$ cat src/rtl/rs_enc_param_pkg.sv
// Shared Reed-Solomon helpers: GF(2^w) arithmetic, generator polynomial
// construction and encoder state encodings.
package rs_enc_param_pkg;

   localparam int unsigned MAX_W    = 8;
   localparam int unsigned MAX_NPAR = 256;

   // Slot i holds the coefficient of x^i; slot npar holds the monic 1.
   typedef logic [MAX_NPAR-1:0][MAX_W-1:0] coef_vec_t;

   localparam logic [0:0] ST_DATA   = 1'b0;
   localparam logic [0:0] ST_PARITY = 1'b1;

   // Shift-and-reduce multiply in GF(2^w); poly includes the x^w term.
   function automatic int unsigned gf_mul(int unsigned a, int unsigned b,
                                          int unsigned poly, int unsigned w);
      int unsigned p;
      int unsigned x;
      p = 0;
      x = a;
      for (int unsigned i = 0; i < w; i++) begin
         if (((b >> i) & 1) != 0) p = p ^ x;
         x = x << 1;
         if (((x >> w) & 1) != 0) x = x ^ poly;
      end
      return p;
   endfunction

   // g(x) = prod_{i=0..npar-1} (x + alpha^(fcr+i)), alpha = x.
   function automatic coef_vec_t gen_poly(int unsigned npar, int unsigned fcr,
                                          int unsigned poly, int unsigned w);
      coef_vec_t   g;
      int unsigned root;
      g    = '0;
      g[0] = MAX_W'(1);
      root = 1;
      for (int unsigned e = 0; e < fcr; e++) root = gf_mul(root, 2, poly, w);
      for (int unsigned i = 0; i < npar; i++) begin
         // Descend so g[j-1] is still the old value when folded into g[j].
         for (int j = int'(i) + 1; j >= 1; j--) begin
            g[j] = g[j-1] ^ MAX_W'(gf_mul(32'(g[j]), root, poly, w));
         end
         g[0] = MAX_W'(gf_mul(32'(g[0]), root, poly, w));
         root = gf_mul(root, 2, poly, w);
      end
      return g;
   endfunction

endpackage

$ cat src/rtl/rs_enc_param_if.sv
// Streaming symbol interface between a symbol source and the RS encoder.
interface rs_enc_param_if #(
   parameter int unsigned SYM_W = 8,
   parameter int unsigned K     = 188
);
   localparam int unsigned KW = $clog2(K + 1);

   logic             CE;
   logic [SYM_W-1:0] input_byte;
   logic [KW-1:0]    k_len;
   logic             Ready;
   logic [SYM_W-1:0] Out_byte;
   logic             CEO;
   logic             Valid_out;
   logic             Par_flag;
   logic             Ovf_err;

   // Source side: drives symbols, watches the encoded stream.
   modport master (
      output CE, input_byte, k_len,
      input  Ready, Out_byte, CEO, Valid_out, Par_flag, Ovf_err
   );

   // Encoder side.
   modport slave (
      input  CE, input_byte, k_len,
      output Ready, Out_byte, CEO, Valid_out, Par_flag, Ovf_err
   );
endinterface

$ cat src/rtl/rs_enc_param_gf_cmul.sv
// Multiply a symbol by an elaboration-time constant in GF(2^SYM_W).
module rs_gf_cmul
   import rs_enc_param_pkg::*;
#(
   parameter int unsigned COEF      = 1,
   parameter int unsigned SYM_W     = 8,
   parameter int unsigned PRIM_POLY = 'h11D
) (
   input  logic [SYM_W-1:0] din,
   output logic [SYM_W-1:0] prod
);

   // col[i] = COEF * alpha^i; the product is the XOR of the columns selected by din.
   logic [SYM_W-1:0] col [SYM_W];

   for (genvar i = 0; i < SYM_W; i++) begin : g_col
      assign col[i] = SYM_W'(gf_mul(32'(1) << i, COEF, PRIM_POLY, SYM_W));
   end

   // XOR network selected by the input bits.
   always_comb begin
      prod = '0;
      for (int i = 0; i < int'(SYM_W); i++) begin
         if (din[i]) prod = prod ^ col[i];
      end
   end

endmodule

$ cat src/rtl/rs_enc_param.sv
// Systematic RS encoder: data symbols pass through with one cycle of latency,
// then NPAR parity symbols (highest degree first) are shifted out of the LFSR.
module rs_enc_param
   import rs_enc_param_pkg::*;
#(
   parameter int unsigned SYM_W     = 8,
   parameter int unsigned N         = 204,
   parameter int unsigned K         = 188,
   parameter int unsigned PRIM_POLY = 'h11D,
   parameter int unsigned FCR       = 0
) (
   input logic           clk,
   input logic           reset,
   rs_enc_param_if.slave bus
);

   localparam int unsigned NPAR = N - K;
   localparam int unsigned KW   = $clog2(K + 1);
   localparam int unsigned PW   = $clog2(NPAR);

   localparam coef_vec_t       GEN      = gen_poly(NPAR, FCR, PRIM_POLY, SYM_W);
   localparam logic [KW-1:0]   K_MAX    = KW'(K);
   localparam logic [PW-1:0]   PAR_LAST = PW'(NPAR - 1);

   logic [0:0]       state_q, state_d;
   logic [KW-1:0]    sym_cnt_q, sym_cnt_d;
   logic [KW-1:0]    klen_q, klen_d;
   logic [PW-1:0]    par_cnt_q, par_cnt_d;
   logic [SYM_W-1:0] r_q [NPAR];
   logic [SYM_W-1:0] r_d [NPAR];
   logic [SYM_W-1:0] out_q, out_d;
   logic             ceo_q, ceo_d;
   logic             valid_q, valid_d;
   logic             par_flag_q, par_flag_d;
   logic             ovf_q, ovf_d;

   logic [SYM_W-1:0] fb;
   logic [SYM_W-1:0] prod [NPAR];
   logic             first;
   logic [KW-1:0]    klen_in;
   logic [KW-1:0]    klen_cur;
   logic [KW-1:0]    cnt_inc;

   assign fb = bus.input_byte ^ r_q[NPAR-1];

   for (genvar i = 0; i < NPAR; i++) begin : g_tap
      rs_gf_cmul #(
         .COEF      (32'(GEN[i])),
         .SYM_W     (SYM_W),
         .PRIM_POLY (PRIM_POLY)
      ) u_cmul (
         .din  (fb),
         .prod (prod[i])
      );
   end

   // Length bookkeeping: out-of-range or zero k_len means a full-length codeword.
   always_comb begin
      first    = (sym_cnt_q == '0);
      klen_in  = ((bus.k_len == '0) || (bus.k_len > K_MAX)) ? K_MAX : bus.k_len;
      klen_cur = first ? klen_in : klen_q;
      cnt_inc  = sym_cnt_q + 1'b1;
   end

   // Next-state logic for the DATA/PARITY sequencer, LFSR and output stage.
   always_comb begin
      state_d    = state_q;
      sym_cnt_d  = sym_cnt_q;
      klen_d     = klen_q;
      par_cnt_d  = par_cnt_q;
      r_d        = r_q;
      out_d      = out_q;
      ceo_d      = 1'b0;
      valid_d    = valid_q;
      par_flag_d = 1'b0;
      ovf_d      = ovf_q;
      if (state_q == ST_DATA) begin
         if (bus.CE) begin
            r_d[0] = prod[0];
            for (int i = 1; i < int'(NPAR); i++) r_d[i] = r_q[i-1] ^ prod[i];
            out_d   = bus.input_byte;
            ceo_d   = 1'b1;
            valid_d = 1'b1;
            if (first) klen_d = klen_in;
            if (cnt_inc == klen_cur) begin
               state_d   = ST_PARITY;
               sym_cnt_d = '0;
               par_cnt_d = '0;
            end else begin
               sym_cnt_d = cnt_inc;
            end
         end else if (first) begin
            // Between codewords the frame envelope closes.
            valid_d = 1'b0;
         end
      end else begin
         // CE during parity is dropped and flagged.
         ovf_d = ovf_q | bus.CE;
         out_d = r_q[NPAR-1];
         for (int i = int'(NPAR) - 1; i >= 1; i--) r_d[i] = r_q[i-1];
         r_d[0]     = '0;
         ceo_d      = 1'b1;
         valid_d    = 1'b1;
         par_flag_d = 1'b1;
         if (par_cnt_q == PAR_LAST) begin
            state_d   = ST_DATA;
            par_cnt_d = '0;
         end else begin
            par_cnt_d = par_cnt_q + 1'b1;
         end
      end
   end

   // State registers; reset aborts any codeword in flight.
   always_ff @(posedge clk or posedge reset) begin
      if (reset) begin
         state_q    <= ST_DATA;
         sym_cnt_q  <= '0;
         klen_q     <= '0;
         par_cnt_q  <= '0;
         for (int i = 0; i < int'(NPAR); i++) r_q[i] <= '0;
         out_q      <= '0;
         ceo_q      <= 1'b0;
         valid_q    <= 1'b0;
         par_flag_q <= 1'b0;
         ovf_q      <= 1'b0;
      end else begin
         state_q    <= state_d;
         sym_cnt_q  <= sym_cnt_d;
         klen_q     <= klen_d;
         par_cnt_q  <= par_cnt_d;
         r_q        <= r_d;
         out_q      <= out_d;
         ceo_q      <= ceo_d;
         valid_q    <= valid_d;
         par_flag_q <= par_flag_d;
         ovf_q      <= ovf_d;
      end
   end

   assign bus.Ready     = (state_q == ST_DATA);
   assign bus.Out_byte  = out_q;
   assign bus.CEO       = ceo_q;
   assign bus.Valid_out = valid_q;
   assign bus.Par_flag  = par_flag_q;
   assign bus.Ovf_err   = ovf_q;

endmodule

$ cat src/flat_wrapper.sv
// flat-port wrapper written by rule: the top's interface ports become plain ports
module rs_enc_param_flat import rs_enc_param_pkg::*;
#(
   parameter int unsigned SYM_W     = 8,
   parameter int unsigned N         = 204,
   parameter int unsigned K         = 188,
   parameter int unsigned PRIM_POLY = 'h11D,
   parameter int unsigned FCR       = 0
)
  (clk, reset, bus_CE, bus_input_byte, bus_k_len, bus_Ready, bus_Out_byte, bus_CEO, bus_Valid_out, bus_Par_flag, bus_Ovf_err);
  rs_enc_param_if #(.SYM_W(SYM_W), .K(K)) bus_i ();
  input logic clk;
  input logic reset;
  input wire logic [$bits(bus_i.CE)-1:0] bus_CE;
  input wire logic [$bits(bus_i.input_byte)-1:0] bus_input_byte;
  input wire logic [$bits(bus_i.k_len)-1:0] bus_k_len;
  output wire logic [$bits(bus_i.Ready)-1:0] bus_Ready;
  output wire logic [$bits(bus_i.Out_byte)-1:0] bus_Out_byte;
  output wire logic [$bits(bus_i.CEO)-1:0] bus_CEO;
  output wire logic [$bits(bus_i.Valid_out)-1:0] bus_Valid_out;
  output wire logic [$bits(bus_i.Par_flag)-1:0] bus_Par_flag;
  output wire logic [$bits(bus_i.Ovf_err)-1:0] bus_Ovf_err;
  assign bus_i.CE = bus_CE;
  assign bus_i.input_byte = bus_input_byte;
  assign bus_i.k_len = bus_k_len;
  assign bus_Ready = bus_i.Ready;
  assign bus_Out_byte = bus_i.Out_byte;
  assign bus_CEO = bus_i.CEO;
  assign bus_Valid_out = bus_i.Valid_out;
  assign bus_Par_flag = bus_i.Par_flag;
  assign bus_Ovf_err = bus_i.Ovf_err;
  rs_enc_param #(.SYM_W(SYM_W), .N(N), .K(K), .PRIM_POLY(PRIM_POLY), .FCR(FCR)) u_core (.clk(clk), .reset(reset), .bus(bus_i));
endmodule
$ cat config.mk
export PLATFORM = sky130hd
export DESIGN_NAME = rs_enc_param_flat
export DESIGN_NICKNAME = d
export VERILOG_FILES = /design/src/rtl/rs_enc_param_pkg.sv /design/src/rtl/rs_enc_param_if.sv /design/src/rtl/rs_enc_param_gf_cmul.sv /design/src/rtl/rs_enc_param.sv /design/src/flat_wrapper.sv
export SDC_FILE = /design/constraint.sdc
export NUM_CORES = 1
export LEC_CHECK = 0
export BUFFER_PORTS_ARGS = -buffer_cell sky130_fd_sc_hd__buf_2
export CAP_MARGIN = 15
export CELL_PAD_IN_SITES_DETAIL_PLACEMENT = 1
export CELL_PAD_IN_SITES_GLOBAL_PLACEMENT = 1
export CORE_MARGIN = 1.5
export CORE_UTILIZATION = 45
export CTS_CLUSTER_DIAMETER = 100
export DETAILED_ROUTE_END_ITERATION = 10
export PLACE_DENSITY = 0.83
export RECOVER_POWER = 50
export SLEW_MARGIN = 25
export SYNTH_ARGS = -nofsm -noshare
export SYNTH_HDL_FRONTEND = slang
export SYNTH_SLANG_ARGS = --single-unit
$ cat constraint.sdc
create_clock -name clk -period 7.3 [get_ports clk]
set_input_delay 1.825 -clock clk [delete_from_list [all_inputs] [get_ports clk]]
set_output_delay 1.825 -clock clk [all_outputs]
set_load 0.02 [all_outputs]
==> flow_metrics.tcl <==
set metrics [dict create \
    status "finished with violations" \
    violations "max-capacitance violations, max-slew violations" \
    wl_per_cell_um 21.1 \
    synthesis.nets 1084 \
    final_common_cell "dfrtp_1" \
    postRouteAntennaNets 0 \
    gp_congestion 0.852 \
    stdcell_count 1345 \
    relSlewSlack_pct -83.6 \
    antenna_found_initial 0 \
    final_cell_mix "dfrtp_1 (160), o21ai_0 (133), nor2_1 (120)" \
    top_layer "met4" \
    drive_gt1_share_pct 9.25 \
    core-area_um2 20900 \
    dpl.hpwl_um 17800 \
    worstSkewPairLatency_ns 0.45 \
    cts_resized 0 \
    worst-slew-pin-transition_ns 2.75 \
    clock_sinks 161 \
    fin_util_pct 49.9 \
    drtIter0Drc 550 \
    numCtsBuffers 17 \
    ios 32 \
    hold_violations 0 \
    fill_cells 2466 \
    grt_max_degree 124 \
    hold_buffers 0 \
    timing.critical_path.to_type "flop" \
    syn_area_um2 9520 \
    syn_to_final_growth_pct 9.62 \
    synth-seq-area-share_pct 42.3 \
    rows 53 \
    finClkSkew_ns 0.0156 \
    dp_cells 1313 \
    clockBufferDepth 2 \
    ys.flop_type "dfrtp_1" \
    crit_type "flop to flop" \
    met2_length_um 14000 \
    async_flop_share_pct 100 \
    htree_num_levels 4 \
    cts_setup_buffers 0 \
    wirelength_um 28400 \
    grt_pass1_vias 8293 \
    dieArea_um2 22000 \
    maxCapViolations 1 \
    start_util_pct 45.6 \
    fin_crit_sh_pct 64.1 \
    drt-vias-per-instance 5.88 \
    syn_inst 1062 \
    drv_slew 60 \
    cp-start-kind "flop" \
    rsz0062_at_grt "no" \
    num_vias 7913 \
    met1_length_um 12000 \
    root_buffer "clkbuf_16" \
    max_freq_ghz 0.214 \
    cp.required_ns 7.59 \
    cts_tree "yes" \
    fp.dieH_um 148 \
    dpl_worst_slack_ns 2.67 \
    ys_types 51 \
    drc_errors 0 \
    holdCritPathClass "flop to flop" \
    diodes 0 \
    clk_pin_slew_worst_paths_ns 0.08 \
    postLayoutSetupSlackWorst_ns 2.62 \
    setup_viol 0 \
    grt-ovfl-total 0 \
    tns_ns 0 \
    avgSynthCellArea_um2 8.96 \
    firstDrtPassIters 4 \
    track_usage_pct 27.0 \
    critPathArrivalTime_ns 4.97 \
    critPathMaxFanout 59 \
    min_period_ns 4.68 \
    synth-seq-cells 161 \
    fin_nets 1079 \
    io_buffers 31 \
    die_w_um 148 \
    synth_edf_count 0 \
    wl_met3_um 1290 \
    grt_first_pass_wirelength_um 45800 \
    ys.warnings.count 0 \
]
[cell type report]
| type | count | area (µm²) | area share (%) |
|---|---|---|---|
| inverter | 60 | 234 | 2.24 |
| timing repair buffer | 43 | 228 | 2.18 |
| clock inverter | 15 | 169 | 1.62 |
| clock buffer | 17 | 425 | 4.08 |
| tap | 275 | 344 | 3.30 |
| multi-input combinational | 774 | 5000 | 48.0 |
| sequential | 161 | 4030 | 38.6 |
[path summary, 6_finish.rpt]
| check | slack [ns] | to | depth (start not counted) | start |
|---|---|---|---|---|
| worst min-delay path | 0.46 | u_core.bus.Ovf_err | 1 | u_core.bus.Ovf_err |
| max in group asynchronous | 4.39 | u_core.state_q | 3 | reset |
| worst min register to register | 0.46 | u_core.bus.Ovf_err | 1 | u_core.bus.Ovf_err |
| worst max-delay path | 2.62 | u_core.r_q[23] | 5 | u_core.state_q |
| worst max register to register | 2.62 | u_core.r_q[23] | 5 | u_core.state_q |
| min in group asynchronous | 1.54 | u_core.r_q[20] | 2 | reset |
[logic make-up (layout without fill, tap and decap cells)]
family,count (synthesis),in the layout,synth area share (%)
AND/OR/NAND/NOR,264,264,12.4
multiplexers,13,13,1.38
buffers and inverters,127,135,5.32
XOR/XNOR,175,175,18.4
AO/OA/AOI/OAI,319,319,19.8
adder cells (fa/ha/maj),3,3,0.394
flip-flops,161,161,42.3
[worst max-delay path: stages, from the launching register on]
cell      delay (ns)
dfrtp_2         0.33
clkbuf_1        0.95
clkbuf_1        2.02
nor2_1          0.66
xnor2_1         0.39
a21oi_1         0.11
[routing by layer]
metal  global-route usage (%)  vias to the layer above
met5                        0                        -
met4                     11.3                        0
met3                     4.72                       74
met2                     45.1                      189
met1                     34.6                     4032
li1                         -                     3618
[cells in the mapped netlist (2+ instances only)]
master	count	share of area (%)
nor3_2	2	0.21
nor2_2	2	0.13
and2_1	6	0.39
a21o_1	3	0.24
inv_1	59	2.3
clkbuf_1	56	2.2
a21boi_0	2	0.16
nor4_1	2	0.13
xnor2_4	7	2.0
nand4_1	2	0.13
nand3_1	61	3.2
a211oi_1	2	0.16
or3_1	2	0.13
ha_1	3	0.39
a2bb2oi_1	3	0.28
xor2_1	62	5.7
mux2i_1	12	1.3
o41ai_2	2	0.34
nor3_1	8	0.42
a21oi_1	82	4.3
buf_6	4	0.47
buf_1	7	0.28
o22ai_1	17	1.1
a22oi_1	54	4.3
o22a_1	7	0.64
o21a_1	3	0.24
nor2_1	120	4.7
xnor2_2	12	2.1
o2bb2a_1	4	0.42
nand2_1	50	2.0
xnor2_1	94	8.6
o21ai_0	133	7.0
dfrtp_1	161	42
[registers in the layout, summed over array words and instances, names as in the netlist, 4 cells and up]
signal and cells:
u_core.klen_q 8, u_core.par_cnt_q 4, u_core.r_q 128, u_core.bus.Out_byte 8, u_core.sym_cnt_q 8
[metrics by stage]
step	cell area, µm²	hold slack [ns]
final	10400	0.460
after global routing	10400	0.497
after CTS	10400	0.460
after detailed placement	9850	0.442
after global placement	9850	0.433
after floorplan	9520	0.352
Power is left out: the tool's default activity adds up to more than one toggle a clock period on the data nets, which glitch-free logic cannot reach.
